==> src/rtl/rs232_pkg.sv <==
// Shared constants and FSM state types for the RS-232 Avalon slave.
package rs232_pkg;

    localparam logic [4:0] ADDR_RX     = 5'd0;
    localparam logic [4:0] ADDR_TX     = 5'd4;
    localparam logic [4:0] ADDR_STATUS = 5'd8;

    localparam int unsigned ST_RX_OK      = 7;
    localparam int unsigned ST_TX_OK      = 6;
    localparam int unsigned ST_FRAME_ERR  = 2;
    localparam int unsigned ST_TX_DROP    = 1;
    localparam int unsigned ST_RX_OVERRUN = 0;

    typedef enum logic [1:0] {R_IDLE, R_START, R_DATA, R_STOP} rx_state_t;
    typedef enum logic [1:0] {T_IDLE, T_START, T_DATA, T_STOP} tx_state_t;

endpackage

==> src/rtl/rs232_rx_frame.sv <==
// 8N1 deserializer: 2-FF synchronizer, falling-edge start detect, mid-bit sampling.
module rs232_rx_frame
    import rs232_pkg::*;
#(
    parameter int unsigned CLKS_PER_BIT = 434
) (
    input  logic       clk,
    input  logic       rst,
    input  logic       rxd,
    output logic [7:0] data,
    output logic       valid,
    output logic       frame_err
);

    localparam int unsigned CW = (CLKS_PER_BIT > 1) ? $clog2(CLKS_PER_BIT) : 1;
    localparam logic [CW-1:0] LAST = CW'(CLKS_PER_BIT - 1);
    localparam logic [CW-1:0] MID  = CW'((CLKS_PER_BIT / 2 > 0) ? CLKS_PER_BIT / 2 - 1 : 0);

    rx_state_t     state;
    logic [1:0]    sync;
    logic          rxd_d;
    logic [CW-1:0] cnt;
    logic [2:0]    bit_cnt;
    logic [7:0]    shift;

    always_ff @(posedge clk or posedge rst) begin
        if (rst) begin
            sync      <= '1;
            rxd_d     <= 1'b1;
            state     <= R_IDLE;
            cnt       <= '0;
            bit_cnt   <= '0;
            shift     <= '0;
            data      <= '0;
            valid     <= 1'b0;
            frame_err <= 1'b0;
        end else begin
            sync      <= {sync[0], rxd};
            rxd_d     <= sync[1];
            valid     <= 1'b0;
            frame_err <= 1'b0;
            case (state)
                R_IDLE: begin
                    if (rxd_d && !sync[1]) begin
                        state <= R_START;
                        cnt   <= '0;
                    end
                end
                R_START: begin
                    if (cnt == MID) begin
                        cnt     <= '0;
                        bit_cnt <= '0;
                        state   <= sync[1] ? R_IDLE : R_DATA;
                    end else begin
                        cnt <= cnt + 1'b1;
                    end
                end
                R_DATA: begin
                    if (cnt == LAST) begin
                        cnt   <= '0;
                        shift <= {sync[1], shift[7:1]};
                        if (bit_cnt == 3'd7) state <= R_STOP;
                        else bit_cnt <= bit_cnt + 1'b1;
                    end else begin
                        cnt <= cnt + 1'b1;
                    end
                end
                R_STOP: begin
                    if (cnt == LAST) begin
                        cnt     <= '0;
                        bit_cnt <= '0;
                        state   <= R_IDLE;
                        if (sync[1]) begin
                            data  <= shift;
                            valid <= 1'b1;
                        end else begin
                            frame_err <= 1'b1;
                        end
                    end else begin
                        cnt <= cnt + 1'b1;
                    end
                end
                default: state <= R_IDLE;
            endcase
        end
    end

endmodule

==> src/rtl/rs232_avalon_slave.sv <==
// Avalon-MM UART slave (RX/TX/STATUS), one wait state per access.
// Define RS232_RX_FIFO_EN for a 4-entry RX FIFO instead of a single holding register.
module rs232_avalon_slave
    import rs232_pkg::*;
#(
    parameter int unsigned CLKS_PER_BIT = 434
) (
    input  logic        avm_clk,
    input  logic        avm_rst,
    input  logic [4:0]  avs_address,
    input  logic        avs_read,
    output logic [31:0] avs_readdata,
    input  logic        avs_write,
    input  logic [31:0] avs_writedata,
    output logic        avs_waitrequest,
    input  logic        uart_rxd,
    output logic        uart_txd
);

    localparam int unsigned CW = (CLKS_PER_BIT > 1) ? $clog2(CLKS_PER_BIT) : 1;
    localparam logic [CW-1:0] LAST = CW'(CLKS_PER_BIT - 1);

    logic [7:0]  rx_byte;
    logic        rx_valid, rx_ferr;
    logic        ack, pop_pending, pop, push_ok;
    logic        rx_ok, rx_full;
    logic [7:0]  rx_head;
    logic        access, rd_done, tx_hit, status_clr;
    logic        frame_err_f, tx_drop_f, overrun_f;
    logic [31:0] read_mux;
    logic        unused_wdata;

    tx_state_t     tx_state;
    logic [CW-1:0] tx_cnt;
    logic [2:0]    tx_bit;
    logic [7:0]    tx_shift;
    logic          tx_pending, tx_ok;

    rs232_rx_frame #(.CLKS_PER_BIT(CLKS_PER_BIT)) u_rx (
        .clk       (avm_clk),
        .rst       (avm_rst),
        .rxd       (uart_rxd),
        .data      (rx_byte),
        .valid     (rx_valid),
        .frame_err (rx_ferr)
    );

    assign unused_wdata    = ^avs_writedata[31:8];
    assign access          = avs_read | avs_write;
    assign avs_waitrequest = ~ack;
    assign rd_done         = ack & avs_read;
    assign tx_hit          = ack & avs_write & ~avs_read & (avs_address == ADDR_TX);
    assign status_clr      = rd_done & (avs_address == ADDR_STATUS);
    assign pop             = ack & pop_pending;
    assign push_ok         = rx_valid & (~rx_full | pop);
    assign tx_ok           = (tx_state == T_IDLE) & ~tx_pending;

`ifdef RS232_RX_FIFO_EN
    logic [7:0] fifo [4];
    logic [1:0] wr_ptr, rd_ptr;
    logic [2:0] count;

    assign rx_ok   = (count != 3'd0);
    assign rx_full = (count == 3'd4);
    assign rx_head = fifo[rd_ptr];

    always_ff @(posedge avm_clk or posedge avm_rst) begin
        if (avm_rst) begin
            wr_ptr <= '0;
            rd_ptr <= '0;
            count  <= '0;
        end else begin
            if (pop)     rd_ptr <= rd_ptr + 1'b1;
            if (push_ok) wr_ptr <= wr_ptr + 1'b1;
            case ({push_ok, pop})
                2'b10:   count <= count + 1'b1;
                2'b01:   count <= count - 1'b1;
                default: count <= count;
            endcase
        end
    end

    always_ff @(posedge avm_clk) begin
        if (push_ok) fifo[wr_ptr] <= rx_byte;
    end
`else
    logic [7:0] hold;
    logic       full;

    assign rx_ok   = full;
    assign rx_full = full;
    assign rx_head = hold;

    always_ff @(posedge avm_clk or posedge avm_rst) begin
        if (avm_rst) begin
            hold <= '0;
            full <= 1'b0;
        end else if (push_ok) begin
            hold <= rx_byte;
            full <= 1'b1;
        end else if (pop) begin
            full <= 1'b0;
        end
    end
`endif

    always_comb begin
        read_mux = '0;
        if (avs_read) begin
            case (avs_address)
                ADDR_RX:     if (rx_ok) read_mux = {24'b0, rx_head};
                ADDR_STATUS: begin
                    read_mux[ST_RX_OK]      = rx_ok;
                    read_mux[ST_TX_OK]      = tx_ok;
                    read_mux[ST_FRAME_ERR]  = frame_err_f;
                    read_mux[ST_TX_DROP]    = tx_drop_f;
                    read_mux[ST_RX_OVERRUN] = overrun_f;
                end
                default: read_mux = '0;
            endcase
        end
    end

    // Read data is captured in the first cycle; the pop decision is latched with it
    // so an empty-buffer read never pops a byte that arrived during the wait state.
    always_ff @(posedge avm_clk or posedge avm_rst) begin
        if (avm_rst) begin
            ack          <= 1'b0;
            pop_pending  <= 1'b0;
            avs_readdata <= '0;
            frame_err_f  <= 1'b0;
            tx_drop_f    <= 1'b0;
            overrun_f    <= 1'b0;
        end else begin
            ack <= access & ~ack;
            if (access && !ack) begin
                avs_readdata <= read_mux;
                pop_pending  <= avs_read & (avs_address == ADDR_RX) & rx_ok;
            end else if (ack) begin
                pop_pending <= 1'b0;
            end
            frame_err_f <= rx_ferr | (frame_err_f & ~status_clr);
            tx_drop_f   <= (tx_hit & ~tx_ok) | (tx_drop_f & ~status_clr);
            overrun_f   <= (rx_valid & ~push_ok) | (overrun_f & ~status_clr);
        end
    end

    always_ff @(posedge avm_clk or posedge avm_rst) begin
        if (avm_rst) begin
            tx_state   <= T_IDLE;
            tx_cnt     <= '0;
            tx_bit     <= '0;
            tx_shift   <= '0;
            tx_pending <= 1'b0;
            uart_txd   <= 1'b1;
        end else begin
            case (tx_state)
                T_IDLE: begin
                    if (tx_pending) begin
                        tx_state   <= T_START;
                        tx_cnt     <= '0;
                        tx_pending <= 1'b0;
                        uart_txd   <= 1'b0;
                    end
                end
                T_START: begin
                    if (tx_cnt == LAST) begin
                        tx_state <= T_DATA;
                        tx_cnt   <= '0;
                        tx_bit   <= '0;
                        uart_txd <= tx_shift[0];
                    end else begin
                        tx_cnt <= tx_cnt + 1'b1;
                    end
                end
                T_DATA: begin
                    if (tx_cnt == LAST) begin
                        tx_cnt <= '0;
                        if (tx_bit == 3'd7) begin
                            tx_state <= T_STOP;
                            uart_txd <= 1'b1;
                        end else begin
                            tx_bit   <= tx_bit + 1'b1;
                            tx_shift <= {1'b0, tx_shift[7:1]};
                            uart_txd <= tx_shift[1];
                        end
                    end else begin
                        tx_cnt <= tx_cnt + 1'b1;
                    end
                end
                T_STOP: begin
                    if (tx_cnt == LAST) begin
                        tx_state <= T_IDLE;
                        tx_cnt   <= '0;
                        tx_bit   <= '0;
                    end else begin
                        tx_cnt <= tx_cnt + 1'b1;
                    end
                end
                default: tx_state <= T_IDLE;
            endcase
            if (tx_hit && tx_ok) begin
                tx_pending <= 1'b1;
                tx_shift   <= avs_writedata[7:0];
            end
        end
    end

endmodule

==> config.mk <==
export PLATFORM = sky130hd
export DESIGN_NAME = rs232_avalon_slave
export DESIGN_NICKNAME = d
export VERILOG_FILES = /design/src/rtl/rs232_pkg.sv /design/src/rtl/rs232_rx_frame.sv /design/src/rtl/rs232_avalon_slave.sv
export SDC_FILE = /design/constraint.sdc
export NUM_CORES = 1
export LEC_CHECK = 0
export ABC_AREA = 1
export CAP_MARGIN = 40
export CELL_PAD_IN_SITES_DETAIL_PLACEMENT = 0
export CELL_PAD_IN_SITES_GLOBAL_PLACEMENT = 2
export CORE_MARGIN = 3
export CORE_UTILIZATION = 28
export DETAILED_ROUTE_END_ITERATION = 7
export MAX_ROUTING_LAYER = met4
export PLACE_DENSITY_LB_ADDON = 0.1
export SYNTH_ARGS = -nofsm -noshare
export SYNTH_HDL_FRONTEND = slang
export SYNTH_HIERARCHICAL = 1
export SYNTH_SLANG_ARGS = --single-unit
==> constraint.sdc <==
create_clock -name avm_clk -period 1.35 [get_ports avm_clk]
set_input_delay 0.27 -clock avm_clk [delete_from_list [all_inputs] [get_ports avm_clk]]
set_output_delay 0.27 -clock avm_clk [all_outputs]
set_load 0.02 [all_outputs]
==> impl_metrics.toml <==
[outcome]
status = "finished with violations"
violations = "setup timing"

[power_and_ir_drop]
comb_power_share_pct = 27.8
power.switching_uw = 2190
seqPwrFrac_pct = 39.1
pwr-share-clk_pct = 33.1
pwr_density_cell_nw_per_um2 = 1087
p_total_uw = 6868
netSwitchingFraction_pct = 31.89
max-vdd-ir-drop_v = 0.0007551
power_leakage_uw = 0.002997
p_int_uw = 4678

[routing]
ant_nets = 0
drtIter0Drc = 105
wire_per_inst_um = 12.57
routed-via-count = 3558
routed_via_density = 4.360
drtPass1Iterations = 4
drt-total-wl_um = 10260
drc = 0

[floorplanning]
die_area_um2 = 16800
die_x_um = 129.6
die_h_um = 129.6
pin_count = 76
core_um2 = 14750
initial_core_util_pct = 29.00
row_count = 44

[placed_design]
port-buffer-count = 27
gp_congestion = 0.7652
place_hpwl_um = 7422

[setup_path]
worstPathRequired_ns = 1.57
critPathCaptureType = "flop"
critPathMaxFanout = 8
critical-path-max-stage-delay_ns = 0.40
path_class = "flop to flop"
worst-path-buf-inv = 3
path_delay_family = "flip-flops"
cp-startpoint = "tx_cnt[1]"
start_kind = "flop"
r2r_start = "tx_cnt[1]"
cp.arrival_ns = 1.68
slowest_stage = "dfrtp_1"
path_cells = "inv_2 > ha_4 > nand2_4 > nor2_4 > nand2_8 > buf_4 > buf_6 > nand3_2 > o22ai_2"

[global_routing]
grt_start_max_net_pins = 35
grt_remaining_overflow = 0
grt_antenna_before_repair = 0
grt_pass1_wl_um = 17360
grt_usage_pct = 13.42
first_global_vias = 3595

[cts]
clkSinkCount = 81
clockBufferDepth = 2
cts_inserted_buffers = 9
clk_pin_slew_worst_paths_ns = 0.07
cts-htree-levels = 3
cts_tree = "done"
cts_root_buffer = "clkbuf_16"
clock_latency_ns = 0.34

[synthesis]
yosys.cell_count.top_type = "nand2_1"
yosysWarnings = 6
ys_seq_area_share_pct = 47.49
async_flop_share_pct = 100.0
syn_area_per_cell_um2 = 8.593
yosys.area.top_type = "dfrtp_1"
synth.cell_area_um2 = 4279
synth_top_area_share_pct = 45.03
ys.flop_type = "dfrtp_1"
synthTopCellsByArea = "dfrtp_1, nand2_1, inv_1"
synth.distinct_cells = 38
synth_cells = 498
ys_ff_latch = 81
synthTopCellsByCount = "nand2_1, dfrtp_1, inv_1"
synth_edf_count = 0

[sta]
fin_worst_skew_ns = 0.007767
period_share_pct = 108.1
rsz0062_at_grt = "yes"
tns_ns = -3.112
finalMaxSlewViolations = 0
setup_viol = 49
timing.fmax_ghz = 0.6852
finalCriticalPeriod_ns = 1.459
setup_slack_ns = -0.1094
hold_viol_final = 0

[cells_and_area]
layout-drive-gt1-share_pct = 41.30
nNetsFinal = 684
insertedDiodeCount = 0
multi_input_area_um2 = 2409
fill_cells = 1510
final-seq-area_um2 = 2036
syn2layout_area_growth_pct = 47.72

[min_path]
worstHoldStart = "uart_rxd"
hold_class = "primary input to flop"

[flow_run]
drv_cap = 0
## per-layer routing
metal	track usage (%)	wire length, um	up-vias
met3	3.421	274	10
met2	22.99	5346	33
met5	-	0	-
met1	15.75	4500	1706
li1	-	-	1809
met4	3.423	140	0
## cells by family after synthesis
logic type      synth area share [%]
simple gates                   24.59
buf+inv                        11.05
flops                          47.49
compound gates                 9.386
fa+ha+maj                      4.386
xor+xnor                       1.433
mux                            1.579
other cells                  0.08764
## cell type report
cell class / instances / share of cell area (%)
Clock inverter: 5 / 0.6334
Multi-Input combinational cell: 350 / 38.10
Timing Repair Buffer: 125 / 17.72
Clock buffer: 11 / 3.682
Tap cell: 184 / 3.642
Inverter: 60 / 4.018
Sequential cell: 81 / 32.21
## repair_timing
action	CTS	global route
hold buffers	0	0
endpoints found under the setup margin	64	71
setup buffers	20	8
cloned	1	0
pin swaps	27	36
resized for setup	112	75
## sequential cells by signal, indices dropped and copies added, names as in the netlist, 2 cells and up, named ones only
register	flops
avs_readdata	8
hold	8
tx_bit	3
tx_cnt	9
tx_shift	8
tx_state	2
u_rx/bit_cnt	3
u_rx/cnt	9
u_rx/data	8
u_rx/shift	8
u_rx/sync	2
## layout by cell type (no fill, tap or decap), types with 5 or more instances in the layout
master,netlist,layout
o21ai_1,7,15
buf_12,0,7
nand2_1,137,104
nor2_2,6,9
clkdlybuf4s50_1,0,17
nand3_1,23,21
nand2_8,0,8
clkbuf_16,0,9
inv_2,6,12
dfrtp_1,77,74
inv_1,52,42
o21ai_0,33,15
buf_4,25,77
nand4_1,7,7
buf_6,4,13
nand2_4,5,13
nor2_1,27,17
conb_1,1,24
o21ai_2,7,17
ha_1,15,5
a21oi_1,9,5
nor2_4,2,9
clkbuf_2,0,5
ha_4,0,9
nand2_2,6,24
mux2_2,6,6
## metrics by stage
step | area (um^2) | cells | utilization (%) | worst slack (ns) | hold slack [ns]
after floorplan | 4413 | 521 | - | -0.03641 | 0.2745
after global routing | 6321 | 816 | 42.84 | -0.2537 | 0.3132
final | 6321 | 816 | 42.84 | -0.1094 | 0.3303
after global placement | 5304 | 777 | 35.95 | -0.3177 | 0.3492
after CTS | 6032 | 811 | 40.88 | -0.1322 | 0.3110
after detailed placement | 5304 | 777 | 35.95 | -0.3341 | 0.3468
## power groups by stage
stage	Clock, uW	Sequential [uW]	Combinational, uW
floorplan	0	2700	842
global placement	0	2720	1380
detailed placement	0	2720	1370
CTS	2400	2680	1700
global route	2490	2700	2140
finish	2280	2690	1910
## final timing paths
kind                                endpoint  cells after the start  slack, ns
worst max-delay path               tx_cnt[6]                      9      -0.11
worst min-delay path            u_rx/sync[0]                      1       0.33
worst max register to register     tx_cnt[6]                      9      -0.11
worst min register to register  u_rx/sync[1]                      0       0.36
max in group asynchronous           uart_txd                      3       0.69
min in group asynchronous        tx_state[1]                      3       0.41
Note: power is estimated with default switching activity, not from simulation.
